===== config.mk =====
export PLATFORM = sky130hd
export DESIGN_NAME = mcpu_ram_sync_ctrl_flat
export DESIGN_NICKNAME = d
export VERILOG_FILES = /design/src/rtl/mcpu_ram_sync_if.sv /design/src/rtl/mcpu_ram_sync_ctrl.sv /design/src/flat_wrapper.sv
export SDC_FILE = /design/constraint.sdc
export NUM_CORES = 1
export LEC_CHECK = 0
export ABC_CLOCK_PERIOD_IN_PS = 2500
export CAP_MARGIN = 5
export CELL_PAD_IN_SITES_DETAIL_PLACEMENT = 0
export CELL_PAD_IN_SITES_GLOBAL_PLACEMENT = 2
export CORE_MARGIN = 8
export CORE_UTILIZATION = 25
export CTS_CLUSTER_SIZE = 10
export DETAILED_ROUTE_END_ITERATION = 10
export DONT_BUFFER_PORTS = 1
export PLACE_DENSITY = 0.51
export SKIP_CTS_REPAIR_TIMING = 1
export SYNTH_ARGS = -nofsm -noshare
export SYNTH_HDL_FRONTEND = slang
export SYNTH_SLANG_ARGS = --single-unit
export TNS_END_PERCENT = 20

===== constraint.sdc =====
create_clock -name clk -period 2.5 [get_ports clk]
set_input_delay 0.5 -clock clk [delete_from_list [all_inputs] [get_ports clk]]
set_output_delay 0.5 -clock clk [all_outputs]
set_load 0.02 [all_outputs]

===== src/rtl/mcpu_ram_sync_if.sv =====
// Bus between the MCPU core (fetch + load/store units) and the synchronous RAM controller.
interface mcpu_ram_if #(
    parameter int WORD_SIZE  = 8,
    parameter int ADDR_WIDTH = 4
);
    logic                  we;
    logic                  re;
    logic [ADDR_WIDTH-1:0] addr;
    logic [WORD_SIZE-1:0]  datawr;
    logic [WORD_SIZE-1:0]  datard;
    logic                  drvalid;
    logic                  ire;
    logic [ADDR_WIDTH-1:0] instraddr;
    logic [WORD_SIZE-1:0]  instrrd;
    logic                  irvalid;
    logic                  busy;

    modport master (
        output we, re, addr, datawr, ire, instraddr,
        input  datard, drvalid, instrrd, irvalid, busy
    );

    modport slave (
        input  we, re, addr, datawr, ire, instraddr,
        output datard, drvalid, instrrd, irvalid, busy
    );
endinterface


===== src/rtl/mcpu_ram_sync_ctrl.sv =====
// Synchronous two-port RAM controller for the MCPU: data port (read/write),
// instruction-fetch port (read-only), registered reads with valid strobes,
// write-first forwarding and an optional post-reset zero-fill.
//
// state   | meaning
// --------+-----------------------------------------------------------
// S_CLEAR | zero-fill in progress, one word per cycle; requests ignored
// S_RUN   | normal operation until the next reset
module mcpu_ram_sync_ctrl #(
    parameter int WORD_SIZE  = 8,
    parameter int ADDR_WIDTH = 4,
    parameter int INIT_CLEAR = 1
) (
    input  logic        clk,
    input  logic        reset,
    mcpu_ram_if.slave   bus
);
    localparam int RAM_SIZE = 1 << ADDR_WIDTH;
    localparam logic [ADDR_WIDTH-1:0] LAST_ADDR = ADDR_WIDTH'(RAM_SIZE - 1);

    typedef enum logic [0:0] {
        S_CLEAR = 1'b0,
        S_RUN   = 1'b1
    } state_t;

    state_t                state_q;
    state_t                state_d;
    logic [ADDR_WIDTH-1:0] cnt_q;
    logic                  fill_we;
    logic                  fill_last;
    logic                  run;
    logic [WORD_SIZE-1:0]  mem [RAM_SIZE];

    assign run      = (state_q == S_RUN);
    assign bus.busy = (state_q == S_CLEAR);

    // State register; reset picks the fill or skips straight to normal operation.
    always_ff @(posedge clk) begin
        if (reset) begin
            state_q <= (INIT_CLEAR != 0) ? S_CLEAR : S_RUN;
        end else begin
            state_q <= state_d;
        end
    end

    // Next-state: leave CLEAR once the last address has been written.
    always_comb begin
        state_d   = state_q;
        fill_we   = 1'b0;
        fill_last = (cnt_q == LAST_ADDR);
        case (state_q)
            S_CLEAR: begin
                fill_we = 1'b1;
                if (fill_last) begin
                    state_d = S_RUN;
                end
            end
            S_RUN: begin
                state_d = S_RUN;
            end
            default: begin
                state_d = S_RUN;
            end
        endcase
    end

    // Fill address counter; parks at the last address instead of wrapping.
    always_ff @(posedge clk) begin
        if (reset) begin
            cnt_q <= '0;
        end else if (fill_we && !fill_last) begin
            cnt_q <= cnt_q + 1'b1;
        end
    end

    // RAM array: fill writes take priority; no write on a reset edge.
    always_ff @(posedge clk) begin
        if (!reset) begin
            if (fill_we) begin
                mem[cnt_q] <= '0;
            end else if (run && bus.we) begin
                mem[bus.addr] <= bus.datawr;
            end
        end
    end

    // Data read port, write-first on same-address collisions.
    always_ff @(posedge clk) begin
        if (reset) begin
            bus.datard  <= '0;
            bus.drvalid <= 1'b0;
        end else begin
            bus.drvalid <= run && bus.re;
            if (run && bus.re) begin
                bus.datard <= bus.we ? bus.datawr : mem[bus.addr];
            end
        end
    end

    // Instruction read port, forwards a same-cycle data write to its address.
    always_ff @(posedge clk) begin
        if (reset) begin
            bus.instrrd <= '0;
            bus.irvalid <= 1'b0;
        end else begin
            bus.irvalid <= run && bus.ire;
            if (run && bus.ire) begin
                if (bus.we && (bus.addr == bus.instraddr)) begin
                    bus.instrrd <= bus.datawr;
                end else begin
                    bus.instrrd <= mem[bus.instraddr];
                end
            end
        end
    end
endmodule


===== src/flat_wrapper.sv =====
// flat-port wrapper written by rule: the top's interface ports become plain ports
module mcpu_ram_sync_ctrl_flat 
#(
    parameter int WORD_SIZE  = 8,
    parameter int ADDR_WIDTH = 4,
    parameter int INIT_CLEAR = 1
)
  (clk, reset, bus_we, bus_re, bus_addr, bus_datawr, bus_ire, bus_instraddr, bus_datard, bus_drvalid, bus_instrrd, bus_irvalid, bus_busy);
  mcpu_ram_if #(.WORD_SIZE(WORD_SIZE), .ADDR_WIDTH(ADDR_WIDTH)) bus_i ();
  input  logic clk;
  input  logic reset;
  input wire logic [$bits(bus_i.we)-1:0] bus_we;
  input wire logic [$bits(bus_i.re)-1:0] bus_re;
  input wire logic [$bits(bus_i.addr)-1:0] bus_addr;
  input wire logic [$bits(bus_i.datawr)-1:0] bus_datawr;
  input wire logic [$bits(bus_i.ire)-1:0] bus_ire;
  input wire logic [$bits(bus_i.instraddr)-1:0] bus_instraddr;
  output wire logic [$bits(bus_i.datard)-1:0] bus_datard;
  output wire logic [$bits(bus_i.drvalid)-1:0] bus_drvalid;
  output wire logic [$bits(bus_i.instrrd)-1:0] bus_instrrd;
  output wire logic [$bits(bus_i.irvalid)-1:0] bus_irvalid;
  output wire logic [$bits(bus_i.busy)-1:0] bus_busy;
  assign bus_i.we = bus_we;
  assign bus_i.re = bus_re;
  assign bus_i.addr = bus_addr;
  assign bus_i.datawr = bus_datawr;
  assign bus_i.ire = bus_ire;
  assign bus_i.instraddr = bus_instraddr;
  assign bus_datard = bus_i.datard;
  assign bus_drvalid = bus_i.drvalid;
  assign bus_instrrd = bus_i.instrrd;
  assign bus_irvalid = bus_i.irvalid;
  assign bus_busy = bus_i.busy;
  mcpu_ram_sync_ctrl #(.WORD_SIZE(WORD_SIZE), .ADDR_WIDTH(ADDR_WIDTH), .INIT_CLEAR(INIT_CLEAR)) u_core (.clk(clk), .reset(reset), .bus(bus_i));
endmodule

==> results of run 1 <==
power groups by stage:
| stage | sequential, uW | clock [uW] | combinational [uW] |
|---|---|---|---|
| floorplan | 2790 | 0 | 259 |
| detailed placement | 2790 | 0 | 283 |
| global route | 2740 | 2930 | 299 |
| CTS | 2740 | 2830 | 284 |
| global placement | 2790 | 0 | 283 |
| finish | 2740 | 2760 | 280 |
how the worst max path moves through the flow:
| stage | start | to | slack (ns) | cells past startpoint |
|---|---|---|---|---|
| after CTS | u_core.run | u_core.bus.instrrd[7] | 0.22 | 6 |
| final | u_core.run | u_core.bus.instrrd[7] | 0.25 | 6 |
| after detailed placement | reset | u_core.bus.instrrd[4] | -0.05 | 6 |
| after floorplan | bus_instraddr[0] | u_core.bus.instrrd[1] | 0.15 | 6 |
| after global placement | reset | u_core.bus.instrrd[1] | 0.006 | 6 |
| after global routing | u_core.run | u_core.bus.instrrd[1] | 0.1 | 6 |
Yosys cell counts (all sizes together), types with 4 or more instances:
library cell / n
a21oi: 5
a31oi: 6
buf: 12
clkbuf: 13
dfxtp: 23
edfxtp: 128
inv: 18
mux2i: 4
mux4: 80
nand2: 31
nand2b: 4
nand3: 9
nor2: 23
o211ai: 8
o221ai: 8
metrics by stage:
stage	area (sq um)	setup TNS [ns]	power (uW)	setup WS (ns)
detailed placement	7610	-0.306	3070	-0.0450
floorplan	7070	0	3050	0.145
CTS	8230	0	5850	0.222
global route	8230	0	5970	0.0999
finish	8230	0	5780	0.252
global placement	7610	0	3070	0.00570
flip-flops by register name, summed over array words and instances (netlist names):
register,cells
u_core.bus.irvalid,1
u_core.bus.drvalid,1
u_core.run,1
u_core.bus.datard,8
u_core.mem,128
u_core.bus.instrrd,8
u_core.cnt_q,4
area by class of cell:
class | instances | area (sq um) | share of cell area [%]
Clock buffer | 18 | 429 | 5.21
Clock inverter | 14 | 196 | 2.39
Inverter | 21 | 78.8 | 0.957
Sequential cell | 151 | 4300 | 52.3
Multi-Input combinational cell | 202 | 2570 | 31.2
Timing Repair Buffer | 24 | 180 | 2.19
Tap cell | 378 | 473 | 5.74
layer usage:
metal	wire length, microns	vias to the layer above	GRT usage (%)
met5	0	-	0
li1	-	1663	-
met3	1100	20	3.07
met1	8230	1986	15.0
met4	251	0	3.68
met2	9080	99	18.6
kinds of logic after synthesis:
| family | share of synthesized area [%] |
|---|---|
| AND/OR/NAND/NOR | 5.32 |
| XOR/XNOR | 0.743 |
| multiplexers | 26.2 |
| buffers and inverters | 2.81 |
| flip-flops | 60.8 |
| AO/OA/AOI/OAI | 3.89 |
| adder cells (fa/ha/maj) | 0.177 |
placed cells by master (no fill, tap or decap), types with 2 or more instances in the layout:
cell       count
inv_1         17
a31oi_1        6
mux2i_1        3
nor3b_1        2
edfxtp_1     128
nor2_1        23
clkinv_1       5
dfxtp_1       23
nor2b_1        3
xor2_1         3
buf_4         24
a21oi_1        5
o221ai_2       8
mux4_2        80
xnor2_1        3
o211ai_1       8
clkinv_4       3
clkbuf_16     17
nand3_1        9
nor3_1         2
nand2b_1       4
bufinv_16      4
inv_6          3
nand2_1       31
worst register-to-register path, stage by stage, from the launching register on:
cell,delay (ns)
dfxtp_1,0.33
and3b_4,0.24
buf_4,0.18
mux2i_1,0.22
xnor2_1,0.14
or4_1,0.80
o221ai_2,0.26
==> out/results.tsv, run 1 <==
metric	value	unit
slowest_stage	or4_1	
p_leak	0.00278	uW
rsz0062_at_grt	false	
clkLatencyLatePin	0.43	ns
min_from	reset	
syn_nets	421	
die_w	184	microns
rrSetupSlack	0.25	ns
synth_area_leaders	edfxtp_1 (54%), mux4_2 (25%), dfxtp_1 (6.5%)	
clock_path_buffers	2	
cpLargestDelayFamily	simple AND/OR/NAND/NOR gates	
hold-worst-slack	0.134	ns
synth_area_per_cell	17.7	sq um
viasPerCell	4.66	
synth_seq_area_share	60.8	%
hold_path_class	input pin to flop	
ys_ff_latch	151	
netlist_instances	399	
min_period_over_period	89.9	%
vdd_ir_drop_max	341	uV
port_buffers	0	
clk_pin_slew	0.07	ns
hpwl	13.2	mm
internal_power	4570	uW
synth-warning-count	0	
syn2layout_area_growth	16.4	%
drive_gt1_share	33.7	%
cts_buffers	17	
seqPwrFrac	47.4	%
boundaryPins	40	
grt_pass1_wl	28.4	mm
path_class	flop to flop	
ant_nets	0	
yosys.cell_types.count	36	
fin_util	29.6	%
slew_headroom	40.9	%
rr_worst_depth	6	
cts_tree	done	
core	27900	sq um
drtPass1Iterations	4	
start_kind	flop	
cp.arrival	2.59	ns
placed_cells	776	
gp_congestion	0.773	
placementRows	61	
fin_skew	0.0119	ns
synth_flop_cell	edfxtp_1	
grt_pass1_vias	4129	
drt_iter0_drc	278	
cp.required	2.85	ns
root_buffer	clkbuf_16	
combinationalPowerShare	4.8	%
wl_per_cell	23.1	microns
r2r_end	u_core.bus.instrrd[7]	
fmax	0.445	GHz
drt_wl_total	18.7	mm
holdPathStages	1	
status	complete, no violations	
antenna_found_initial	0	
stdcell_count	808	
async_flop_share	0	%
grt-ovfl-total	0	
finalHoldViolations	0	
drc_errors	0	
switchingPower	1210	uW
start_util	25.4	%
setup_violations	0	
r2r_start	u_core.run	
synth.cell_area	7070	sq um
p_clk_share	47.8	%
fin_crit	2.25	ns
grt_max_degree	37	
grtUsageTotal	11.6	%
slowest_delay	0.80	ns
cp.buffers_inverters	1	
yosys.area.top_type	edfxtp_1	
critPathMaxFanout	8	
die_area	33900	sq um
holdPathEnd	u_core.cnt_q[3]	
slew_viol_final	0	
nFillCells	2741	
clock-sinks	151	
worstPathCellList	and3b_4 > buf_4 > mux2i_1 > xnor2_1 > or4_1 > o221ai_2	
antenna_cells	0	
nNetsFinal	439	
yosysTopAreaCellShare	54.3	%
cap_violations	0	
die_h	184	microns
htree_num_levels	4	
powerDensity	702	nW/um^2
swShare	20.9	%
tightest_slew	0.883	ns
synth_edf_count	128	
endpoint_kind	flop	
vias	3768	
No activity file was read; power rests on OpenSTA's default activity.
==> run 2: changes to the inputs <==
Settings changed: RECOVER_POWER set to 100.
==> run 2 against run 1 <==
Against the previous run: critical path depth stayed put; global-route usage unchanged; clock skew barely moved; critical endpoint is now u_core.mem[6][6]; largest cell class unchanged; highest routed layer unchanged.
==> out/results.tsv, run 2 (same netlist as run 1, synthesis figures left out) <==
metric	value	unit
status	complete, no violations	
holdPathEnd	u_core.cnt_q[3]	
viasPerCell	4.71	
port_buffers	0	
fin_util	29.2	%
postLayoutCellArea	8140	sq um
clock_path_buffers	2	
r2r_end	u_core.mem[6][6]	
pre_cts_ws	-0.0450	ns
nFillCells	2756	
die_w	184	microns
placed_cell_area	7610	sq um
fin_skew	0.0114	ns
die_h	184	microns
vdd_ir_drop_max	340	uV
grtUsageTotal	11.6	%
cts_tree	done	
r2r_start	u_core.run	
cts_buffers	17	
hold-worst-slack	0.135	ns
top_regs	u_core.mem: 128 flops, u_core.bus.datard: 8 flops, u_core.bus.instrrd: 8 flops	
hpwl	13.2	mm
finalHoldViolations	0	
cp.required	2.55	ns
critPathMaxFanout	8	
clkLatencyLatePin	0.43	ns
fmax	0.443	GHz
path_class	flop to flop	
core	27900	sq um
multi_input_area	2530	sq um
grt_pass1_vias	4129	
die_area	33900	sq um
min_period_over_period	90.4	%
largest_reg_flops	128	
slew_viol_final	0	
drc_errors	0	
syn2layout_area_growth	15.0	%
p_leak	0.00272	uW
drive_gt1_share	28.8	%
rrSetupSlack	0.24	ns
min_from	reset	
regArea	4300	sq um
ant_nets	0	
worst_slack	0.241	ns
gp_congestion	0.773	
boundaryPins	40	
final_common_cell	edfxtp_1	
vias	3802	
wl_per_cell	23.1	microns
regMostFlops	u_core.mem	
setup_violations	0	
drtPass1Iterations	4	
rsz0062_at_grt	false	
cap_violations	0	
placementRows	61	
power.total	5780	uW
hold_path_class	input pin to flop	
holdPathStages	1	
clock-sinks	151	
clk_pin_slew	0.07	ns
grt_max_degree	37	
fin_crit	2.26	ns
tightest_slew	0.890	ns
powerDensity	710	nW/um^2
grt_pass1_wl	28.4	mm
grt-ovfl-total	0	
antenna_found_initial	0	
nNetsFinal	439	
drt_wl_total	18.7	mm
htree_num_levels	4	
endpoint_kind	flop	
cp.arrival	2.31	ns
drt_iter0_drc	277	
start_kind	flop	
rr_worst_depth	6	
root_buffer	clkbuf_16	
antenna_cells	0	
slew_headroom	40.4	%
layout_common_cells	edfxtp_1 (128), mux4_2 (80), nand2_1 (31), nor2_1 (23), dfxtp_1 (23)	
start_util	25.4	%
## run 2: cell count changes in the layout (fill, tap and decap cells not counted)
| cell | before | now |
|---|---|---|
| clkbuf_1 | 1 | 15 |
| o221ai_2 | 8 | 1 |
| buf_4 | 24 | 10 |
| and2_0 | 0 | 1 |
| o221ai_1 | 0 | 7 |
| and2_1 | 1 | 0 |
## run 2: per-layer routing
metal / part of all wire [%] / vias to the layer above / GRT usage, %
li1: - / 1663 / -
met1: 45 / 2031 / 15.0
met2: 49 / 91 / 18.6
met3: 4.9 / 17 / 3.07
met4: 1.1 / 0 / 3.68
met5: 0 / - / 0
## run 2: power by group
part,leakage [uW],internal (uW),switching (uW)
Combinational,0.000889,163,111
Clock,0.000306,1680,1080
Sequential,0.00152,2720,13.8
## run 2: worst max path at each step
stage	from	end	slack, ns
after floorplan	bus_instraddr[0]	u_core.bus.instrrd[1]	0.15
after global placement	reset	u_core.bus.instrrd[1]	0.006
after detailed placement	reset	u_core.bus.instrrd[4]	-0.05
after CTS	u_core.run	u_core.bus.instrrd[7]	0.22
after global routing	u_core.run	u_core.mem[7][6]	0.08
final	u_core.run	u_core.mem[6][6]	0.24
## run 2: per-stage QoR
step                cells  setup TNS (ns)
floorplan             399               0
global placement      776               0
detailed placement    776          -0.306
CTS                   808               0
global route          808               0
finish                808               0
## run 2: cell type report
| type | instances | area share (%) |
|---|---|---|
| well taps | 378 | 5.81 |
| multi-input cells | 202 | 31.1 |
| clock inverters | 14 | 2.41 |
| flip-flops and latches | 151 | 52.9 |
| repair buffers | 24 | 1.57 |
| clock buffers | 18 | 5.27 |
| inverters | 21 | 0.969 |
## run 2: critical path, stage by stage, from the launching register on
cell	delay, ns
dfxtp_1	0.33
and3b_4	0.24
mux2i_1	0.10
clkbuf_1	0.13
or3_1	0.44
nor2_1	0.13
clkbuf_1	0.51
